--- src/rtl/ccff_bitstream_loader.sv ---
// Configuration-chain writer: serialises valid/ready bitstream words MSB-first onto ccff_head.
// Optional readback of the previous chain contents is enabled by defining CCFF_READBACK_EN.
module ccff_bitstream_loader #(
  parameter int DATA_W    = 8,
  parameter int CHAIN_LEN = 56
) (
  input  logic              prog_clk,
  input  logic              pReset,
  input  logic              start,
  input  logic [DATA_W-1:0] in_data,
  input  logic              in_valid,
  output logic              in_ready,
  output logic              ccff_head,
  output logic              ccff_shift_en,
  input  logic              ccff_tail,
  output logic              busy,
`ifdef CCFF_READBACK_EN
  output logic [DATA_W-1:0] rb_data,
  output logic              rb_valid,
`endif
  output logic              done
);

  localparam int CNT_W = $clog2(CHAIN_LEN + 1);
  localparam int BIT_W = $clog2(DATA_W + 1);

  typedef enum logic [1:0] {IDLE, FETCH, SHIFT, DONE} state_t;

  // Handshake: a word is taken on the prog_clk edge where in_valid && in_ready;
  // in_data must be stable while in_valid is high, in_ready depends only on registers.
  state_t            state;
  logic [DATA_W-1:0] shreg;
  logic [BIT_W-1:0]  bits;
  logic [CNT_W-1:0]  remaining;
  logic [CNT_W-1:0]  rem_after;
  logic [BIT_W-1:0]  load_bits;
  logic              hs;

  // Ready in SHIFT on the last bit of a word lets the next word follow without a bubble.
  assign in_ready = (state == FETCH) ||
                    (state == SHIFT && bits == BIT_W'(1) && remaining > CNT_W'(1));
  assign hs = in_valid && in_ready;

  always_comb begin
    rem_after = (state == SHIFT) ? remaining - CNT_W'(1) : remaining;
    if (int'(rem_after) >= DATA_W) load_bits = BIT_W'(DATA_W);
    else                           load_bits = BIT_W'(rem_after);
  end

  always_ff @(posedge prog_clk or posedge pReset) begin
    if (pReset) begin
      state         <= IDLE;
      shreg         <= '0;
      bits          <= '0;
      remaining     <= '0;
      ccff_head     <= 1'b0;
      ccff_shift_en <= 1'b0;
      busy          <= 1'b0;
      done          <= 1'b0;
    end else begin
      case (state)
        IDLE: begin
          done          <= 1'b0;
          ccff_shift_en <= 1'b0;
          if (start) begin
            state     <= FETCH;
            remaining <= CNT_W'(CHAIN_LEN);
            busy      <= 1'b1;
          end
        end
        FETCH: begin
          ccff_shift_en <= 1'b0;
          if (hs) begin
            shreg <= in_data;
            bits  <= load_bits;
            state <= SHIFT;
          end
        end
        SHIFT: begin
          ccff_head     <= shreg[DATA_W-1];
          ccff_shift_en <= 1'b1;
          shreg         <= shreg << 1;
          bits          <= bits - BIT_W'(1);
          remaining     <= remaining - CNT_W'(1);
          if (bits == BIT_W'(1)) begin
            if (hs) begin
              shreg <= in_data;
              bits  <= load_bits;
            end else if (remaining > CNT_W'(1)) begin
              state <= FETCH;
            end else begin
              state <= DONE;
            end
          end
        end
        DONE: begin
          // The last bit enters the chain on this edge, so done lines up with it.
          ccff_shift_en <= 1'b0;
          done          <= 1'b1;
          busy          <= 1'b0;
          state         <= IDLE;
        end
        default: state <= IDLE;
      endcase
    end
  end

`ifdef CCFF_READBACK_EN
  logic [DATA_W-1:0] cap;
  logic [DATA_W-1:0] cap_next;
  logic [BIT_W-1:0]  cap_cnt;
  logic [BIT_W-1:0]  cnt_next;

  always_comb begin
    cap_next = DATA_W'({cap, ccff_tail});
    cnt_next = cap_cnt + BIT_W'(1);
  end

  // The edge seen in DONE carries the final bit; a partial word is flushed left-aligned there.
  always_ff @(posedge prog_clk or posedge pReset) begin
    if (pReset) begin
      cap      <= '0;
      cap_cnt  <= '0;
      rb_data  <= '0;
      rb_valid <= 1'b0;
    end else begin
      rb_valid <= 1'b0;
      if (ccff_shift_en) begin
        if (int'(cnt_next) == DATA_W) begin
          rb_data  <= cap_next;
          rb_valid <= 1'b1;
          cap      <= '0;
          cap_cnt  <= '0;
        end else if (state == DONE) begin
          rb_data  <= cap_next << (DATA_W - int'(cnt_next));
          rb_valid <= 1'b1;
          cap      <= '0;
          cap_cnt  <= '0;
        end else begin
          cap     <= cap_next;
          cap_cnt <= cnt_next;
        end
      end
    end
  end
`else
  logic unused_tail;
  assign unused_tail = ccff_tail;
`endif

endmodule
--- config.mk ---
export PLATFORM = sky130hd
export DESIGN_NAME = ccff_bitstream_loader
export DESIGN_NICKNAME = d
export VERILOG_FILES = /design/src/rtl/ccff_bitstream_loader.sv
export SDC_FILE = /design/constraint.sdc
export NUM_CORES = 1
export LEC_CHECK = 0
export BUFFER_PORTS_ARGS = -buffer_cell sky130_fd_sc_hd__buf_2
export CAP_MARGIN = 20
export CORE_MARGIN = 5
export CORE_UTILIZATION = 60
export DETAILED_ROUTE_END_ITERATION = 16
export PLACE_DENSITY = 0.79
export SLEW_MARGIN = 20
export SYNTH_ARGS = -nofsm -noshare
export SYNTH_HDL_FRONTEND = slang
export SYNTH_SLANG_ARGS = --single-unit
export TNS_END_PERCENT = 100
--- constraint.sdc ---
create_clock -name prog_clk -period 3.8 [get_ports prog_clk]
set_input_delay 0.95 -clock prog_clk [delete_from_list [all_inputs] [get_ports prog_clk]]
set_output_delay 0.95 -clock prog_clk [all_outputs]
set_load 0.01 [all_outputs]
* After elaboration in Yosys (flattened, before gate mapping)
Index checks and enable logic that the tools add are counted.
** Operators by class
- Add/sub/neg operators :: 2
- Order comparisons :: 2
- Equality and inequality tests :: 8
- Mux-type cells :: 22
- Reduce and logical (&&, ||, !) cells :: 13
** Operators by type and width (number)
- two-way mux 8 bit :: 3
- two-way mux 4 bit :: 4
- case mux 8 bit (2 select lines) :: 1
- two-way mux 6 bit :: 2
- case mux 6 bit (2 select lines) :: 1
- two-way mux 2 bit :: 5
- case mux 2 bit (4 select lines) :: 1
- case mux 4 bit (2 select lines) :: 1
- greater-or-equal comparator 6 x 4 -> 1 bit (second input constant) :: 1
- > comparator 6 x 1 -> 1 bit (second input constant) :: 1
- inequality test 2 bit (second input constant) :: 3
- case mux 1 bit (2 select lines) :: 3
- AND reduction 2 bit :: 3
- nonzero test 2 bit :: 3
- subtractor 6 x 1 -> 6 bit (second input constant) :: 1
- equality test 2 bit (second input constant) :: 2
- equality test 4 x 1 -> 1 bit (second input constant) :: 1
- AND reduction 4 bit :: 1
- subtractor 4 x 1 -> 4 bit (second input constant) :: 1
- logical AND 1 bit :: 3
- OR reduction 3 bit :: 1
- equality test 2 x 1 -> 1 bit (second input constant) :: 1
- logical NOT 2 bit :: 1
- inequality test 2 x 1 -> 1 bit (second input constant) :: 1
- 2 further kinds :: 2
** Word-level totals
- Bits in registers :: 24
- Bits of input ports :: 13
- Word-level logic and storage cells :: 55

* Longest topological paths before layout
- Depth in word-level cells :: 8
- Mapped depth :: 9
- Mapped depth without buffers :: 7

* Worst setup path after synthesis
No wires, ideal clock.
- Kind :: register to output
- From :: register state[0]
- To :: output port in_ready
- Arrival time :: 1.352 ns
- Required time :: 2.850 ns
- Setup slack :: 1.498 ns
- Cell stages (with the launch flop) :: 6
- Buffers on the path :: 2
- Path through :: dfrtp_1 -> inv_1 -> ha_1 -> buf_4 -> clkbuf_1 -> a41o_1
** On the way
- Word-level cells in the longest chain between the ends :: 4
- Elaborated cells between the ends (all ways) :: 5
- Those cells by class :: eq/ne: 2; reduce/logical: 3
** Ends and longest elaborated chain
- from (decl) :: RTL line 31 : state_t state;
- from (signal assigned) :: RTL line 52 : state <= IDLE;
- from (signal assigned) :: RTL line 66 : state <= FETCH;
- from (signal assigned) :: RTL line 76 : state <= SHIFT;
- equality test 2 bit :: RTL line 41 : (state == SHIFT && bits == BIT_W'(1) && remaining > CNT_W'(1));
- logical AND 1 bit (2 in series) :: RTL line 41
- logical OR 1 bit (*) :: RTL line 40 : assign in_ready = (state == FETCH) ||
- to (decl) :: RTL line 12 : output logic in_ready,
Every way passes the cells marked *; elsewhere a longest branch is shown, timed or not.

* Final worst setup path
Ends and elaborated chain as after synthesis.

==> results_tabular.tex <==
\begin{tabular}{lr}
\hline
Metric & Value \\
\hline
\multicolumn{2}{l}{\textbf{Placement}} \\
\quad Estimated wirelength of the detail-placed design & 1980 um \\
\quad Routability congestion estimate from global placement & 0.794 \\
\quad Number of cells in the design after placement & 193 \\
\quad Number of input and output port buffers inserted & 16 \\
\multicolumn{2}{l}{\textbf{Worst setup path}} \\
\quad Master of the slowest instance on the critical path & ha\_1 \\
\quad Gate family responsible for the most delay along the worst path & adder cells \\
\quad Type of element launching the critical path & flop \\
\quad Data arrival time of the critical path & 1.93 ns \\
\quad CP Capture Type & output port \\
\quad Required time worst endpoint & 2.85 ns \\
\quad Max Fanout on Critical Path & 21 \\
\quad List of cells traversed by the critical path & inv\_1 -> ha\_1 -> a41o\_1 -> buf\_2 \\
\quad Biggest cell delay along the critical path & 0.68 ns \\
\quad Worst path buffer plus inverter count & 2 \\
\quad Category of the most critical setup path & flop to output port \\
\multicolumn{2}{l}{\textbf{Floorplan}} \\
\quad Horizontal extent of the die & 59.6 um \\
\quad IO Count & 18 \\
\quad Row count & 18 \\
\quad Starting density of the core & 61.2\% \\
\quad Core Region & 2410 um2 \\
\quad Height of the chip & 59.6 um \\
\quad Die footprint & 3550 um2 \\
\multicolumn{2}{l}{\textbf{Clock tree}} \\
\quad Hold-fix buffers at CTS & 0 \\
\quad Clock root buffer master & clkbuf\_4 \\
\quad Depth of the CTS H-tree & 1 \\
\quad Clock latency on the worst-skew pair & 0.31 ns \\
\quad Register clock-pin slew on the reported worst setup and hold paths & 0.13 ns \\
\quad Number of clock buffers inserted by TritonCTS & 3 \\
\quad Clk sink count & 24 \\
\quad Number of buffers added for setup after CTS & 0 \\
\quad TritonCTS clock tree & built \\
\quad Bufs on Longest Clock Path & 2 \\
\quad CTS-repair resized insts & 0 \\
\multicolumn{2}{l}{\textbf{Yosys}} \\
\quad Post-synthesis instance area & 1470 um2 \\
\quad Count of synthesis-stage warnings from yosys & 0 \\
\quad Count of mapped cells out of synthesis & 153 \\
\quad Post-synthesis sequential area ratio & 40.7\% \\
\quad Number of register bits inferred by synthesis & 24 \\
\quad Synthesized netlist net count & 175 \\
\quad Average cell area after synthesis & 9.63 um2 \\
\quad Yosys cell types & 42 \\
\multicolumn{2}{l}{\textbf{Layout}} \\
\quad Finished Core Util & 66.7\% \\
\quad Final non-filler cell total & 197 \\
\quad Area Overhead vs Synth & 9.00\% \\
\quad Most common cell after layout, fill and taps aside & dfrtp\_1 \\
\quad Nets & 190 \\
\quad Area used by multi-input combinational logic & 795 um2 \\
\quad Share of post-route cells with drive strength above 1 & 16.8\% \\
\quad Storage cell area & 601 um2 \\
\quad Number of filler instances in the final layout & 182 \\
\quad Highest-count cells in the layout ignoring fill and taps & 24 x dfrtp\_1, 19 x nand2\_1, 16 x buf\_2 \\
\quad N\_diodes & 0 \\
\multicolumn{2}{l}{\textbf{Timing}} \\
\quad Accumulated negative setup slack & 0 ns \\
\quad Final cycle utilization of the critical path & 75.8\% \\
\quad Slew Limit Headroom & 40.4\% \\
\quad Slew at the pin closest to its max-slew limit & 0.893 ns \\
\quad Number of endpoints with negative hold slack in the final report & 0 \\
\quad Number of max-slew violations in the final report & 0 \\
\quad Clock tree skew after final layout & 0.00414 ns \\
\quad Fmax & 347 MHz \\
\quad Minimum clock period & 2.88 ns \\
\quad Total of endpoints with negative setup slack in the final report & 0 \\
\quad Setup repair after global routing missed its margin & no \\
\multicolumn{2}{l}{\textbf{Route}} \\
\quad Number of design-rule violations left by the first detailed-router iteration & 38 \\
\quad Via count & 1125 \\
\quad Drt wl/cell & 13.3 um \\
\quad Wirelength, routed & 2630 um \\
\quad Number of routed nets with antenna violations & 0 \\
\quad Average via count per standard cell & 5.71 \\
\quad 1st-pass router iterations & 4 \\
\quad DRC errors left & 0 \\
\multicolumn{2}{l}{\textbf{Global routing}} \\
\quad Global-route congestion overflow total & 0 \\
\quad Vias in the first global route & 1005 \\
\quad GRT Total Usage & 16.5\% \\
\quad Maximum number of pins on one net before global-route repair & 25 \\
\quad First-pass GRT wire length & 4510 um \\
\quad Initial antenna violation count & 0 \\
\multicolumn{2}{l}{\textbf{Power}} \\
\quad Largest vdd supply drop & 0.000530 V \\
\quad P\_leak & 0.761 nW \\
\quad Ratio of total power to cell area & 768 nW/um2 \\
\multicolumn{2}{l}{\textbf{Job}} \\
\quad Max-Cap Viols & 0 \\
\multicolumn{2}{l}{\textbf{Run status}} \\
\quad Run status & complete, no violations \\
\multicolumn{2}{l}{\textbf{Min path}} \\
\quad Worst hold-check path type & flop to flop \\
\hline
\end{tabular}
==> cells by family (layout without fill, tap and decap cells) <==
family / Yosys count / after routing / share of synthesized area, %
buffers and inverters: 16 / 30 / 5.35
adder cells (fa/ha/maj): 9 / 9 / 7.64
AND/OR/NAND/NOR: 54 / 54 / 20.1
multiplexers: 10 / 10 / 6.96
XOR/XNOR: 1 / 1 / 0.594
AO/OA/AOI/OAI: 39 / 39 / 18.6
flip-flops: 24 / 24 / 40.7
==> where the power goes <==
group,internal [mW],switching [mW]
Clock,0.107,0.0760
Sequential,0.358,0.0793
Combinational,0.264,0.350
Total,0.729,0.505
==> worst register-to-register path, stage by stage, from the launching register on <==
cell and delay, ns:
dfrtp_1 0.44, inv_1 0.11, ha_1 0.68, and2b_1 0.31
a32oi_4 0.27, or4b_1 0.56, o211ai_2 0.08
==> area by class of cell <==
type	count	area share, %
sequential	24	37.4
multi-input combinational	113	49.5
clock inverter	1	1.87
timing repair buffer	17	5.45
tap	30	2.34
inverter	9	2.10
clock buffer	3	1.40
==> cell usage after synthesis, drive strengths merged <==
cell | count | area share, %
dfrtp | 24 | 41
nand2 | 19 | 4.8
o21ai | 15 | 5.1
ha | 9 | 7.6
inv | 9 | 2.3
nor2 | 9 | 2.3
a21oi | 8 | 2.7
mux2i | 8 | 5.4
buf | 6 | 2.8
nand3 | 5 | 1.7
nor3 | 4 | 1.7
nand2b | 3 | 1.3
nor2b | 3 | 1.3
a211oi | 2 | 1.0
a21o | 2 | 1.0
a31oi | 2 | 0.85
mux2 | 2 | 1.5
or2 | 2 | 0.85
or4b | 2 | 1.4
a221oi | 1 | 1.0
a22o | 1 | 0.59
a32oi | 1 | 1.9
a41o | 1 | 0.68
and2b | 1 | 0.51
clkbuf | 1 | 0.25
nand4 | 1 | 0.42
nand4bb | 1 | 0.76
nor4 | 1 | 1.4
nor4bb | 1 | 0.68
o211ai | 1 | 0.85
o22a | 1 | 0.59
o22ai | 1 | 0.42
o2bb2ai | 1 | 0.59
o32a | 1 | 0.68
o32ai | 1 | 0.59
or3 | 1 | 0.42
or3b | 1 | 0.59
xnor2 | 1 | 0.59
==> layer usage <==
layer	track usage (%)	share of wire (%)	vias to the layer above	routed length [um]
met4	4.75	1.4	0	38
met1	24.1	46	523	1220
met3	2.18	3.4	6	89
met2	25.4	49	20	1280
li1	-	-	576	-
met5	0	0	-	0
==> state kept, by name, summed over array words and instances, names as in the netlist <==
signal,count
bits,4
busy,1
ccff_head,1
ccff_shift_en,1
done,1
remaining,6
shreg,8
state,2
==> worst paths after layout <==
kind	endpoint	cells past startpoint	slack, ns	startpoint
worst max register to register	bits[3]$_DFFE_PP0P_	6	1.29	state[0]$_DFFE_PP0P_
min in group asynchronous	bits[2]$_DFFE_PP0P_	2	0.80	pReset
worst min-delay path	shreg[7]$_DFFE_PP0P_	2	0.49	shreg[7]$_DFFE_PP0P_
worst min register to register	shreg[7]$_DFFE_PP0P_	2	0.49	shreg[7]$_DFFE_PP0P_
worst max-delay path	in_ready	4	0.92	state[0]$_DFFE_PP0P_
max in group asynchronous	remaining[5]$_DFFE_PP0P_	2	2.45	pReset
==> per-stage QoR <==
stage	hold slack [ns]	setup WS, ns	cell area (um2)	power [mW]
2_1_floorplan	0.438	1.50	1470	0.933
3_3_place_gp	0.455	1.31	1550	1.03
3_5_place_dp	0.470	1.26	1550	1.06
4_1_cts	0.501	0.895	1610	1.24
5_1_grt	0.543	0.771	1610	1.36
6_report	0.491	0.918	1610	1.23
(Power assumes the default switching activity.)
